--- src/rtl/perceptron_train_seq_if.sv ---
`default_nettype none
// +------------------------------------------------------------------+
// | Module      : perceptron_train_seq_if                            |
// | Description : Handshake, status and datapath strobe/flag bundle  |
// |               for the perceptron training sequencer. The step    |
// |               input exists only when STEP_MODE_EN is defined.    |
// | Revision    : 1.0  initial release                               |
// +------------------------------------------------------------------+
interface perceptron_train_seq_if #(
  parameter int ERR_W = 4
);
  // Handshake and datapath status flags into the sequencer
  logic             start;
  logic             Epm;
  logic             Nm;
  logic             err_nz;
`ifdef STEP_MODE_EN
  logic             step;
`endif
  // Datapath strobes out of the sequencer
  logic             ld_N;
  logic             clr_N;
  logic             ld_Ep;
  logic             clr_Ep;
  logic             ld_w;
  logic             clr_w;
  logic             ld_e;
  logic             clr_e;
  // Run status
  logic             busy;
  logic             done;
  logic             converged;
  logic [ERR_W-1:0] err_cnt;

`ifdef STEP_MODE_EN
  modport master (
    input  start, Epm, Nm, err_nz, step,
    output ld_N, clr_N, ld_Ep, clr_Ep, ld_w, clr_w, ld_e, clr_e,
    output busy, done, converged, err_cnt
  );
  modport slave (
    output start, Epm, Nm, err_nz, step,
    input  ld_N, clr_N, ld_Ep, clr_Ep, ld_w, clr_w, ld_e, clr_e,
    input  busy, done, converged, err_cnt
  );
`else
  modport master (
    input  start, Epm, Nm, err_nz,
    output ld_N, clr_N, ld_Ep, clr_Ep, ld_w, clr_w, ld_e, clr_e,
    output busy, done, converged, err_cnt
  );
  modport slave (
    output start, Epm, Nm, err_nz,
    input  ld_N, clr_N, ld_Ep, clr_Ep, ld_w, clr_w, ld_e, clr_e,
    input  busy, done, converged, err_cnt
  );
`endif
endinterface
`default_nettype wire

--- src/rtl/perceptron_train_seq.sv ---
`default_nettype none
// +------------------------------------------------------------------+
// | Module      : perceptron_train_seq                               |
// | Description : Sequencing FSM for the perceptron training         |
// |               datapath: start/done handshake, per-epoch error    |
// |               counting and early stop on a zero-error epoch.     |
// |               Optional macro STEP_MODE_EN adds single-sample     |
// |               stepping on rising edges of the step input.        |
// | Revision    : 1.0  initial release                               |
// +------------------------------------------------------------------+
module perceptron_train_seq #(
  parameter int ERR_W    = 4,
  parameter int INIT_CYC = 1
) (
  input  wire                      clk,
  input  wire                      rst,
  perceptron_train_seq_if.master   bus
);

  typedef enum logic [2:0] {
    S_IDLE   = 3'd0,
    S_INIT   = 3'd1,
    S_CALC   = 3'd2,
    S_UPD    = 3'd3,
    S_NEXT   = 3'd4,
    S_EP_END = 3'd5,
    S_DONE   = 3'd6
  } state_t;

  localparam logic [3:0]       c_INIT_LOAD = 4'(INIT_CYC);
  localparam logic [ERR_W-1:0] c_ERR_MAX   = '1;

  state_t           r_state;
  state_t           w_state_next;
  logic [3:0]       r_init_cnt;
  logic [ERR_W-1:0] r_err_cnt;
  logic             r_converged;
  logic             w_adv;
  logic             w_enter_init;
  logic             w_ld_N, w_clr_N, w_ld_Ep, w_clr_Ep;
  logic             w_ld_w, w_clr_w, w_ld_e, w_clr_e;

`ifdef STEP_MODE_EN
  logic r_step_prev;

  // Previous step level for rising-edge detection
  always_ff @(posedge clk) begin
    if (rst) r_step_prev <= 1'b0;
    else     r_step_prev <= bus.step;
  end

  assign w_adv = bus.step & ~r_step_prev;
`else
  assign w_adv = 1'b1;
`endif

  // State register
  always_ff @(posedge clk) begin
    if (rst) r_state <= S_IDLE;
    else     r_state <= w_state_next;
  end

  // Next-state and strobe decode
  always_comb begin
    w_state_next = r_state;
    w_ld_N   = 1'b0;
    w_clr_N  = 1'b0;
    w_ld_Ep  = 1'b0;
    w_clr_Ep = 1'b0;
    w_ld_w   = 1'b0;
    w_clr_w  = 1'b0;
    w_ld_e   = 1'b0;
    w_clr_e  = 1'b0;
    case (r_state)
      S_IDLE: begin
        if (bus.start) w_state_next = S_INIT;
      end
      S_INIT: begin
        w_clr_N  = 1'b1;
        w_clr_Ep = 1'b1;
        w_clr_w  = 1'b1;
        w_clr_e  = 1'b1;
        if (r_init_cnt <= 4'd1) w_state_next = S_CALC;
      end
      S_CALC: begin
        w_ld_e       = 1'b1;
        w_state_next = S_UPD;
      end
      S_UPD: begin
        w_ld_w       = bus.err_nz;
        w_state_next = S_NEXT;
      end
      S_NEXT: begin
        if (w_adv) begin
          if (!bus.Nm) begin
            w_ld_N       = 1'b1;
            w_state_next = S_CALC;
          end else begin
            w_state_next = S_EP_END;
          end
        end
      end
      S_EP_END: begin
        // Zero-error epoch wins over the last-epoch stop
        if (r_err_cnt == '0 || bus.Epm) begin
          w_state_next = S_DONE;
        end else begin
          w_ld_Ep      = 1'b1;
          w_clr_N      = 1'b1;
          w_state_next = S_CALC;
        end
      end
      S_DONE: begin
        if (bus.start) w_state_next = S_INIT;
      end
      default: w_state_next = S_IDLE;
    endcase
  end

  assign w_enter_init = (w_state_next == S_INIT) && (r_state != S_INIT);

  // INIT hold counter, loaded on every entry to INIT
  always_ff @(posedge clk) begin
    if (rst)                     r_init_cnt <= 4'd0;
    else if (w_enter_init)       r_init_cnt <= c_INIT_LOAD;
    else if (r_state == S_INIT)  r_init_cnt <= r_init_cnt - 4'd1;
  end

  // Per-epoch error counter, saturating; holds through DONE
  always_ff @(posedge clk) begin
    if (rst) begin
      r_err_cnt <= '0;
    end else if (w_enter_init || r_state == S_INIT) begin
      r_err_cnt <= '0;
    end else if (r_state == S_UPD && bus.err_nz && r_err_cnt != c_ERR_MAX) begin
      r_err_cnt <= r_err_cnt + ERR_W'(1);
    end else if (r_state == S_EP_END && w_ld_Ep) begin
      r_err_cnt <= '0;
    end
  end

  // Convergence flag, decided at the end of the final epoch
  always_ff @(posedge clk) begin
    if (rst)                   r_converged <= 1'b0;
    else if (w_enter_init)     r_converged <= 1'b0;
    else if (r_state == S_EP_END && w_state_next == S_DONE)
      r_converged <= (r_err_cnt == '0);
  end

  // Strobes are masked while rst is high so an aborted cycle never
  // commits a datapath update on the reset edge.
  assign bus.ld_N      = w_ld_N   & ~rst;
  assign bus.clr_N     = w_clr_N  & ~rst;
  assign bus.ld_Ep     = w_ld_Ep  & ~rst;
  assign bus.clr_Ep    = w_clr_Ep & ~rst;
  assign bus.ld_w      = w_ld_w   & ~rst;
  assign bus.clr_w     = w_clr_w  & ~rst;
  assign bus.ld_e      = w_ld_e   & ~rst;
  assign bus.clr_e     = w_clr_e  & ~rst;
  assign bus.busy      = (r_state != S_IDLE) && (r_state != S_DONE);
  assign bus.done      = (r_state == S_DONE);
  assign bus.converged = r_converged;
  assign bus.err_cnt   = r_err_cnt;

endmodule
`default_nettype wire

--- src/flat_wrapper.sv ---
// flat-port wrapper written by rule: the top's interface ports become plain ports
module perceptron_train_seq_flat 
#(
  parameter int ERR_W    = 4,
  parameter int INIT_CYC = 1
)
  (clk, rst, bus_start, bus_Epm, bus_Nm, bus_err_nz, bus_ld_N, bus_clr_N, bus_ld_Ep, bus_clr_Ep, bus_ld_w, bus_clr_w, bus_ld_e, bus_clr_e, bus_busy, bus_done, bus_converged, bus_err_cnt);
  perceptron_train_seq_if #(.ERR_W(ERR_W)) bus_i ();
  input  wire clk;
  input  wire rst;
  input wire logic [$bits(bus_i.start)-1:0] bus_start;
  input wire logic [$bits(bus_i.Epm)-1:0] bus_Epm;
  input wire logic [$bits(bus_i.Nm)-1:0] bus_Nm;
  input wire logic [$bits(bus_i.err_nz)-1:0] bus_err_nz;
  output wire logic [$bits(bus_i.ld_N)-1:0] bus_ld_N;
  output wire logic [$bits(bus_i.clr_N)-1:0] bus_clr_N;
  output wire logic [$bits(bus_i.ld_Ep)-1:0] bus_ld_Ep;
  output wire logic [$bits(bus_i.clr_Ep)-1:0] bus_clr_Ep;
  output wire logic [$bits(bus_i.ld_w)-1:0] bus_ld_w;
  output wire logic [$bits(bus_i.clr_w)-1:0] bus_clr_w;
  output wire logic [$bits(bus_i.ld_e)-1:0] bus_ld_e;
  output wire logic [$bits(bus_i.clr_e)-1:0] bus_clr_e;
  output wire logic [$bits(bus_i.busy)-1:0] bus_busy;
  output wire logic [$bits(bus_i.done)-1:0] bus_done;
  output wire logic [$bits(bus_i.converged)-1:0] bus_converged;
  output wire logic [$bits(bus_i.err_cnt)-1:0] bus_err_cnt;
  assign bus_i.start = bus_start;
  assign bus_i.Epm = bus_Epm;
  assign bus_i.Nm = bus_Nm;
  assign bus_i.err_nz = bus_err_nz;
  assign bus_ld_N = bus_i.ld_N;
  assign bus_clr_N = bus_i.clr_N;
  assign bus_ld_Ep = bus_i.ld_Ep;
  assign bus_clr_Ep = bus_i.clr_Ep;
  assign bus_ld_w = bus_i.ld_w;
  assign bus_clr_w = bus_i.clr_w;
  assign bus_ld_e = bus_i.ld_e;
  assign bus_clr_e = bus_i.clr_e;
  assign bus_busy = bus_i.busy;
  assign bus_done = bus_i.done;
  assign bus_converged = bus_i.converged;
  assign bus_err_cnt = bus_i.err_cnt;
  perceptron_train_seq #(.ERR_W(ERR_W), .INIT_CYC(INIT_CYC)) u_core (.clk(clk), .rst(rst), .bus(bus_i));
endmodule
--- config.mk ---
export PLATFORM = sky130hd
export DESIGN_NAME = perceptron_train_seq_flat
export DESIGN_NICKNAME = d
export VERILOG_FILES = /design/src/rtl/perceptron_train_seq_if.sv /design/src/rtl/perceptron_train_seq.sv /design/src/flat_wrapper.sv
export SDC_FILE = /design/constraint.sdc
export NUM_CORES = 1
export LEC_CHECK = 0
export CORE_ASPECT_RATIO = 1.4
export CORE_MARGIN = 5
export CORE_UTILIZATION = 45
export DETAILED_ROUTE_END_ITERATION = 10
export GPL_ROUTABILITY_DRIVEN = 0
export HOLD_SLACK_MARGIN = 0.1
export PLACE_DENSITY = 0.74
export SETUP_SLACK_MARGIN = 0.3
export SLEW_MARGIN = 20
export SYNTH_ARGS = -nofsm -noshare
export SYNTH_HDL_FRONTEND = slang
export SYNTH_SLANG_ARGS = --single-unit
--- constraint.sdc ---
create_clock -name clk -period 2 [get_ports clk]
set_clock_uncertainty 0.05 [all_clocks]
set_input_delay 0.4 -clock clk [delete_from_list [all_inputs] [get_ports clk]]
set_output_delay 0.4 -clock clk [all_outputs]
set_load 0.005 [all_outputs]
Yosys cells after proc, flatten, opt, wreduce, memory -nomap -nowiden
Cells that the tools add are included.
{ "word_totals": {"wordCells": 59, "in_bits": 6, "register_bits": 12, "out_inout_bits": 15} }
{ "classes": {"n_reduce_logical": 16, "bitwise": 7, "order_cmp": 1, "eq_ne": 11, "addsub": 2, "mux": 17} }
{ "op_table": {"columns": ["operator", "count"], "rows": [
  ["3-bit one-hot mux with 6 select lines", 1],
  ["3-bit equality test, second input constant", 4],
  ["3-bit two-way mux", 4],
  ["1-bit two-way mux", 9],
  ["4-bit two-way mux", 2],
  ["1-bit AND", 6],
  ["3-bit by 1-bit equality test with 1-bit output, second input constant", 2],
  ["3-bit by 2-bit equality test with 1-bit output, second input constant", 2],
  ["1-bit logical AND", 6],
  ["2-bit OR reduction", 3],
  ["4-bit by 1-bit adder with 4-bit output, second input constant", 1],
  ["4-bit by 1-bit less-or-equal comparator with 1-bit output, second input constant", 1],
  ["4-bit logical NOT", 1],
  ["4-bit inequality test, second input constant", 1],
  ["2-bit nonzero test", 2],
  ["4-bit by 1-bit subtractor with 4-bit output, second input constant", 1],
  ["3-bit logical NOT", 1],
  ["3-bit by 1-bit inequality test with 1-bit output, second input constant", 1],
  ["3-bit inequality test, second input constant", 1],
  ["3-bit nonzero test", 1],
  ["1-bit logical OR", 2],
  ["1-bit one-hot mux with 2 select lines", 1],
  ["1-bit inverter", 1]
]} }

Depth between registers and ports, before layout
{ "logic_depth": {"depth_word": 8, "ltp_mapped": 6, "mapped_depth_nobuf": 6} }

Least setup slack after synthesis
Ideal clock, no wire load.
{ "synth_timing": {"path_type": "reg-to-output", "startpoint": "register u_core.r_err_cnt[0] (netlist: u_core.bus.err_cnt[0])", "endpoint": "output bus_clr_N", "setup_slack_ns": 0.332, "required_ns": 1.550, "path_stages_with_launch": 6, "arrival_ns": 1.218, "path_buffers": 0, "cell_sequence": "dfxtp_1 > inv_1 > ha_1 > or3b_4 > a21oi_1 > nor4b_1"} }
{ "synth_between": {"elab_chain_len": 5} }
{ "synth_lines": {"columns": ["element", "line", "rtl"], "rows": [
  ["start, declared", "perceptron_train_seq.sv:36", "logic [ERR_W-1:0] r_err_cnt;"],
  ["start signal, assigned", "perceptron_train_seq.sv:136", "r_err_cnt <= r_err_cnt + ERR_W'(1);"],
  ["4-bit logical NOT", "perceptron_train_seq.sv:105", "if (r_err_cnt == '0 || bus.Epm) begin"],
  ["1-bit logical OR", "perceptron_train_seq.sv:105", null],
  ["1-bit two-way mux", "perceptron_train_seq.sv:105", null],
  ["1-bit one-hot mux with 2 select lines", "perceptron_train_seq.sv:74", "case (r_state)"],
  ["1-bit AND", "perceptron_train_seq.sv:153", "assign bus.clr_N = w_clr_N & ~rst;"],
  ["end, declared", "flat_wrapper.sv:16", "output wire logic [$bits(bus_i.clr_N)-1:0] bus_clr_N;"]
]} }
No other way between the ends.

Worst setup path in the final report
{ "layout_timing": {"startpoint": "register u_core.r_err_cnt[0] (netlist: u_core.bus.err_cnt[0])", "endpoint": "output bus_ld_Ep"} }
{ "layout_between": {"elab_chain_len": 5} }
{ "layout_lines": {"columns": ["element", "line", "rtl"], "rows": [
  ["4-bit logical NOT", "perceptron_train_seq.sv:105", null],
  ["1-bit logical OR", "perceptron_train_seq.sv:105", null],
  ["1-bit two-way mux", "perceptron_train_seq.sv:105", null],
  ["1-bit two-way mux", "perceptron_train_seq.sv:74", null],
  ["1-bit AND", "perceptron_train_seq.sv:154", "assign bus.ld_Ep = w_ld_Ep & ~rst;"],
  ["end, declared", "flat_wrapper.sv:17", "output wire logic [$bits(bus_i.ld_Ep)-1:0] bus_ld_Ep;"]
]} }
No other way between the ends.

==> key figures <==
CTS
  • Clock buffer depth: 2
  • Root Driver: clkbuf_4
  • CTS buffer count: 3
  • H-tree lvl count: 1
  • Clk slew on worst S/H paths: 0.08 ns
  • TritonCTS Sinks: 12
  • CTS tree: built
  • Clock latency at the later pin of the worst-skew pair: ~0.28 ns

Hold path
  • HP Class: flip-flop to flip-flop

Drt
  • Initial DRC Count: 29
  • Vias: between 1000 and 1500
  • Drc violations: 0
  • Drt total wl: ~3200 µm
  • DR WL/cell: between 15 and 20 µm
  • Antenna-violating nets left: 0
  • TritonRoute pass-1 iters: 4
  • Vias per cell: 5.714

Status
  • Failing checks: negative setup slack
  • Run status: finished, violations left

Global routing
  • Initial antenna violation count: 0
  • Gr usage total: roughly 22%
  • Global-route wire length before repair: around 4700 µm
  • Pin count of the biggest net entering global routing: 10
  • Number of global-route vias before repair: approximately 1100
  • Grt total ovfl: 0

Die
  • # rows: 18
  • Chip Height: roughly 62 µm
  • # IOs: 21
  • Die ar.: 0.002921 mm²
  • Initial Util: ~48%
  • Core ar.: 0.001802 mm²
  • Die W: between 40 and 50 µm

Pwr
  • Peak VDD IR: approximately 1100 µV
  • Leak pwr: between 0.0006 and 0.0007 µW
  • Power per cell area: 1026 mW/mm²

Final layout
  • Area Overhead vs Synth: 69.02%
  • Most frequent cells in the layout: buf_4, nor2_1, a21oi_1, buf_6
  • Fin cells: 185
  • Design area: ~0.0015 mm²
  • Antenna Cells: 0
  • NumNets Final: approximately 180
  • Layout cell share with drive strength beyond 1: between 40% and 50%
  • Most common cell after layout, fill and taps aside: buf_4

Timing
  • Rel. slew slack: between 70% and 80%
  • Fmax achieved: 498.2 MHz
  • Slew @ Worst Pin: between 0.3 and 0.4 ns
  • RSZ-0062 raised after global routing: yes
  • Hold Fails Final Rpt: 0
  • Final period util: 100.4%
  • Final Setup Violations: 1
  • Final worst slack: -0.007217 ns
  • Max-slew violation count: 0
  • Fin crit period: 2.007 ns

Placement
  • Placed insts: 165
  • DP HPWL: between 1500 and 2000 µm
  • Cell area after placement: 0.001207 mm²
  • Port bufs: 20

Logic synthesis
  • Cell Area, Synth: just under 900 µm²
  • Post-Synthesis Cells: 110
  • Seq cells post-synth: 12
  • Synth unique cells: 43
  • Syn Nets: 120
  • Register area share after synthesis: 27.67%
  • Yosys Warn Count: 0
  • Syn Area/Cell: about 8 µm²

Worst setup path
  • Critical Path Fanout Max: 2
  • CP endpoint kind: output pin
  • Setup Crit Path Kind: flip-flop to output pin
  • Startpoint Class: flip-flop
  • Crit path arrival time: roughly 1.6 ns
  • Req. time, crit path: around 1.6 ns

Run
  • Max-Cap Viols: 0
[path summary, 6_finish.rpt]
kind / start / endpoint / slack [ns] / cells after the start
max: u_core.bus.err_cnt[0]$_SDFFE_PP0P_ / bus_ld_Ep / -0.007 / 7
min: u_core.r_init_cnt[2]$_SDFFE_PP0P_ / u_core.r_init_cnt[2]$_SDFFE_PP0P_ / 0.48 / 2
max reg2reg: u_core.bus.err_cnt[0]$_SDFFE_PP0P_ / u_core.bus.err_cnt[2]$_SDFFE_PP0P_ / 0.05 / 12
min reg2reg: u_core.r_init_cnt[2]$_SDFFE_PP0P_ / u_core.r_init_cnt[2]$_SDFFE_PP0P_ / 0.48 / 2
[Yosys cell counts]
cell type | count | area, µm²
o31ai_1 | 1 | 7.510
nor2_1 | 10 | 37.54
nor3_1 | 4 | 20.02
o21ai_1 | 2 | 10.01
inv_1 | 8 | 30.03
dfxtp_1 | 12 | 240.2
o41ai_1 | 1 | 8.760
or3_1 | 1 | 6.260
and3b_2 | 1 | 10.01
and2_1 | 1 | 6.260
a221o_1 | 1 | 10.01
a21boi_0 | 1 | 7.510
nor4b_1 | 2 | 17.52
o21a_1 | 2 | 15.01
or2b_1 | 1 | 7.510
nor4_1 | 1 | 6.260
a21oi_1 | 10 | 50.05
nand4b_1 | 1 | 8.760
nor4b_2 | 1 | 15.01
a311oi_1 | 1 | 8.760
nand2_1 | 7 | 26.28
ha_1 | 4 | 50.05
a221oi_1 | 1 | 8.760
a32oi_2 | 1 | 16.27
or2b_4 | 1 | 11.26
mux2_1 | 1 | 11.26
nor2_2 | 1 | 6.260
nand3_1 | 4 | 20.02
a22oi_1 | 3 | 22.52
o211ai_1 | 1 | 7.510
nor2b_1 | 2 | 12.51
or3b_4 | 1 | 11.26
a211oi_2 | 1 | 12.51
or2_2 | 1 | 6.260
buf_6 | 2 | 22.52
buf_2 | 2 | 10.01
clkbuf_1 | 1 | 3.750
and4b_1 | 1 | 10.01
o22ai_1 | 1 | 6.260
o21ai_0 | 7 | 35.03
buf_4 | 2 | 15.01
a31oi_1 | 2 | 12.51
nor3b_1 | 1 | 7.510
[area by class of cell]
cell class | count | area (µm²)
inverters | 8 | 30.03
repair buffers | 58 | 479.2
well taps | 20 | 25.02
fillers | 111 | 334.1
clock buffers | 4 | 36.28
flip-flops and latches | 12 | 256.5
multi-input cells | 83 | 640.6
[through the flow]
step	worst slack (ns)	total power, µW	hold slack [ns]	TNS (ns)	util, %
2_1_floorplan	0.3316	825.9	0.4295	0	-
3_3_place_gp	-0.2870	1063	0.4451	-1.771	67.01
3_5_place_dp	-0.3335	1086	0.4655	-1.981	67.01
4_1_cts	0.01721	1381	0.4742	0	75.90
5_1_grt	-0.07168	1607	0.5067	-0.1291	81.46
6_report	-0.007217	1506	0.4793	-0.007217	81.46
[report_power, final]
group          total (µW)  leakage [µW]  switching [µW]  internal (µW)
clock network         201     0.0000210            90.0            111
registers             380      0.000102            72.8            307
logic                 925      0.000538             440            484
[what timing repair did]
action / CTS / global route
gates resized for setup: 55 / 20
endpoints found under the hold margin: 0 / 0
setup buffers: 13 / 3
endpoints found under the setup margin: 14 / 16
cloned: 0 / 0
pin swaps: 6 / 5
hold buffers: 0 / 0
[worst max-delay path, cell delays in order, from the launching register on]
cell and delay, ns:
dfxtp_2 0.33, inv_2 0.07, ha_4 0.13, or3b_4 0.40, buf_6 0.14, nand3_4 0.06
nor2_2 0.04, buf_2 0.12
[routing by layer]
layer / wire [µm] / track usage (%)
met1: 1178 / 23.21
met2: 1785 / 41.55
met3: 139 / 3.170
met4: 68 / 13.04
met5: 0 / 0
[flip-flops by register name, summed over array words and instances, names as in the netlist]
name                  flops
u_core.bus.converged      1
u_core.bus.err_cnt        4
u_core.r_init_cnt         4
u_core.r_state            3
[cell families after synthesis]
kind of cell               after synthesis  synth area share (%)
and+or+nand+nor                         42                 28.39
AOI/OAI and AO/OA                       36                 27.52
buffers and inverters                   15                 9.365
DFF                                     12                 27.67
adders and majority gates                4                 5.764
muxes                                    1                 1.297
Power figures use the tool's default switching activity.
